==> src/rtl/full_adder.sv <==
// Registered ripple-carry adder: {c_out, sum} = a + b + c_in, one cycle of latency.

// Single-bit full-adder cell; purely combinational link in the ripple chain.
module full_adder_cell (
    input  logic a,
    input  logic b,
    input  logic c_in,
    output logic sum_c,
    output logic c_out_c
);

    // Classic sum / majority-carry equations
    always_comb begin
        sum_c   = a ^ b ^ c_in;
        c_out_c = (a & b) | (a & c_in) | (b & c_in);
    end

endmodule

module full_adder #(
    parameter int unsigned WIDTH = 1
) (
    input  logic             clk,
    input  logic             rst_n,
    input  logic [WIDTH-1:0] a,
    input  logic [WIDTH-1:0] b,
    input  logic             c_in,
    input  logic             en,
    output logic [WIDTH-1:0] sum,
    output logic             c_out,
    output logic             out_valid
);

    localparam int unsigned CHAIN_W = WIDTH + 1;

    // carry[0] is the external carry-in; carry[WIDTH] becomes c_out
    logic [CHAIN_W-1:0] carry_c;
    logic [WIDTH-1:0]   sum_c;

    assign carry_c[0] = c_in;

    // Ripple chain: one cell per operand bit
    for (genvar i = 0; i < WIDTH; i++) begin : g_bit
        full_adder_cell u_cell (
            .a       (a[i]),
            .b       (b[i]),
            .c_in    (carry_c[i]),
            .sum_c   (sum_c[i]),
            .c_out_c (carry_c[i+1])
        );
    end

    // Output registers: capture on en, hold otherwise; valid marks a fresh capture
    always_ff @(posedge clk or negedge rst_n) begin
        if (!rst_n) begin
            sum       <= '0;
            c_out     <= 1'b0;
            out_valid <= 1'b0;
        end else begin
            out_valid <= en;
            if (en) begin
                sum   <= sum_c;
                c_out <= carry_c[WIDTH];
            end
        end
    end

endmodule

==> config.mk <==
export PLATFORM = sky130hd
export DESIGN_NAME = full_adder
export DESIGN_NICKNAME = d
export VERILOG_FILES = /design/src/rtl/full_adder.sv
export SDC_FILE = /design/constraint.sdc
export NUM_CORES = 1
export LEC_CHECK = 0
export CORE_AREA = 5 5 42 44
export DETAILED_ROUTE_END_ITERATION = 8
export DIE_AREA = 0 0 47 49
export SYNTH_ARGS = -nofsm -noshare
export SYNTH_HDL_FRONTEND = slang
export SYNTH_SLANG_ARGS = --single-unit
==> constraint.sdc <==
create_clock -name clk -period 0.9 [get_ports clk]
set_input_delay 0.27 -clock clk [delete_from_list [all_inputs] [get_ports clk]]
set_output_delay 0.27 -clock clk [all_outputs]
set_load 0.03 [all_outputs]
* Word-level counts from Yosys, hierarchy flattened
Cells that the tools add are included.
** Word-level totals
- Word-level logic and storage cells :: 10
- Input port bits :: 6
- Bits in registers :: 3
** Operators by class
- Bitwise gates (word level) :: 7
** Operators with widths (count)
- 1-bit AND :: 3
- 1-bit OR :: 2
- 1-bit XOR :: 2

* Longest topological paths before layout
- Depth after elaboration :: 3
- Gate-level depth with buffers :: 2
- Depth with buffers taken out :: 2

* Cells and area by module
Synthesis repeated with hierarchy kept, for this count alone.
** Unflattened totals
- Cells, all modules :: 6
- Area, all modules :: 117.6 um2
** By module, submodules not included
- full_adder :: area an instance 97.6 um2, seq. area each 75.1 um2, cells an instance 5, times used 1
- full_adder_cell :: area an instance 20.0 um2, seq. area each 0.0 um2, cells an instance 1, times used 1

* Least setup slack after synthesis
Ideal clock, no wire load.
- Kind :: input port to flip-flop
- Start point :: input a
- End point :: register sum
- Path slack :: -0.196 ns
- Data arrival time :: 0.971 ns
- Library setup time :: 0.125 ns
- Stages :: 2
- Cell sequence :: fa_1 mux2_2
** On the way
- Word-level cells in the longest chain between the ends :: 2
** RTL lines
- from (decl) :: line 25 : input logic [WIDTH-1:0] a,
- 1-bit XOR (2 in a row) :: line 14 : sum_c = a ^ b ^ c_in;
- to (signal assigned) :: line 62 : sum <= sum_c;
- to (decl) :: line 29 : output logic [WIDTH-1:0] sum,
Every way passes these cells.
A chain may end at the register's enable or synchronous reset.

* Worst setup path after layout
- Start point :: register sum
- End point :: output sum
No word-level cell between the ends.

==> results.yml <==
synthesis:
  synthTopCellsByArea: "dfrtp_1 64%, mux2_2 19%, fa_1 17%"
  synth_top_area_cell: "dfrtp_1"
  avgSynthCellArea_um2: 19.6
  synth_edf_count: 0
  synth-seq-cells: 3
  synth_cells: 6
  ys_warn_count: 0
  synthArstFlopShare: 1.00
  synth_flop_cell: "dfrtp_1"
  yosysTopAreaCellShare: 0.638
  synthesis.area_um2: 118
  syn-num-nets: 13
  synth_common_cells: "3 x dfrtp_1, 2 x mux2_2, 1 x fa_1"
  seq_area_frac_synth: 0.638
  ys_types: 3
  synth.most_common_cell: "dfrtp_1"
critical_path:
  cp.required_ns: 0.63
  endpoint_kind: "primary output"
  critical-path-top-delay-family: "flip-flops"
  crit_chain: "buf_6"
  worstPathMaxFanout: 2
  crit_buf_inv: 1
  start_kind: "flop"
  cpPeakStageDelay_ns: 0.39
  slowest_stage: "dfrtp_1"
  worstSetupPathType: "flop to primary output"
  worst_ep_arrival_time_ns: 0.77
final_layout:
  drive_gt1_frac: 0.684
  post-route-util: 0.187
  multi_input_area_um2: 52.6
  layout.nets: 27
  regArea_um2: 75.1
  n_antenna_cell: 0
  fillers: 158
  final_cells: 35
  syn2layout_area_growth_pct: 122
sta:
  fin_crit_ns: 1.04
  setup_slack_ns: -0.141
  fmax_mhz: 961
  whs_ns: 0.233
  drv_slew: 0
  period_share: 1.16
  setup_viol: 4
  tightest_slew_ns: 0.164
  rsz0062_at_grt: "true"
  final_hold_viol_count: 0
  max_slew_margin: 0.890
  skew_ns: 0
clock_network:
  clock-root-buffer: "clkbuf_4"
  clk_path_buf_depth: 2
  path_clk_slew_ns: 0.04
  cts_sinks: 3
  h-tree-depth: 1
  hold_buffers: 0
  cts_made_buffers: 3
  insertion_delay_ns: 0.23
  cts_tree: "yes"
die:
  core_area_um2: 1400
  die_y_um: 49
  num_rows: 14
  start_util: 0.0839
  die-area_um2: 2300
  io_pins: 9
  die_w_um: 47
routing:
  vias_per_cell: 2.94
  drtIter0Drc: 0
  ant_nets: 0
  drcViolationCount: 0
  routed_wl_um: 346
  vias: 103
  wl_per_cell_um: 9.89
  first_pass_iters: 1
global_route:
  grt_max_degree: 4
  grt_pass1_wl_um: 552
  overflow: 0
  gr-usage-all-layers: 0.0402
  antenna_found_initial: 0
  grt_pass1_vias: 157
power:
  peakVddDrop_v: 0.000608
  power.leakage_uw: 0.000121
  clkPwrFrac: 0.434
  p_comb_frac: 0.258
  p_total_uw: 538
  p_per_area_nw_per_um2: 2060
  seqPwrFrac: 0.308
  p_sw_uw: 142
  internal-power_uw: 397
  swShare: 0.263
placement:
  place_inst: 30
  port_buffers: 8
  dp_slack_ns: -0.686
  place_congestion: 0.643
worst_hold_path:
  hp-class: "input port to async pin"
flow_run:
  drv_cap: 0
outcome:
  violations: "setup timing"
  status: "finished with violations"
==> metal layers <==
metal	up-vias	global-route usage	wire length (um)
li1	45	-	-
met1	49	0.0420	173
met2	9	0.0452	139
met3	0	0.0111	33
met4	0	0.0691	0
met5	-	0	0
==> power groups by stage <==
stage	registers, uW	clock network (uW)	logic [uW]
floorplan	197	0	21.7
global placement	163	0	115
detailed placement	165	0	118
CTS	166	251	138
global route	168	256	148
finish	166	234	139
==> cell usage in the layout, fill, tap and decap left out <==
cell type        n
clkbuf_4         3
buf_4            1
dfrtp_1          3
fa_2             1
buf_2            1
clkdlybuf4s50_1  1
dlygate4sd2_1    1
clkbuf_1         1
buf_6            5
mux2_4           2
==> worst paths after layout <==
kind | slack, ns | cells past startpoint | from | endpoint
setup / recovery | -0.14 | 1 | sum | sum
hold / removal | 0.23 | 1 | rst_n | sum
setup reg to reg | 0.01 | 2 | c_out | c_out
hold reg to reg | 0.56 | 1 | sum | sum
max in group asynchronous | 0.51 | 1 | rst_n | c_out
min in group clk | 0.37 | 1 | en | out_valid
==> registers in the layout, indices dropped and copies added, names as in the netlist <==
register,cells
out_valid,1
sum,1
c_out,1
==> cell families (layout without fill, tap and decap cells) <==
logic type	count (synthesis)	in the layout	synth area share
multiplexers	2	2	0.191
adder cells (fa/ha/maj)	1	1	0.170
buffers and inverters	0	13	0
flip-flops	3	3	0.638
==> cell type report <==
cell class / count / share of cell area
timing repair buffer: 9 / 0.335
sequential: 3 / 0.287
multi-input combinational: 3 / 0.201
clock buffer: 4 / 0.100
tap: 16 / 0.0766
==> repair_timing <==
action / in CTS / in global routing
setup buffers: 1 / 0
endpoints found under the setup margin: 5 / 5
hold endpoints to repair: 0 / 0
gates resized for setup: 18 / 1
pin swaps: 1 / 1
==> per-stage QoR <==
step / TNS (ns) / cell area (um^2)
CTS: -0.448 / 255
finish: -0.412 / 262
floorplan: -0.267 / 124
detailed placement: -1.27 / 216
global placement: -1.23 / 216
global route: -0.517 / 262
Note: power is estimated with default switching activity, not from simulation.
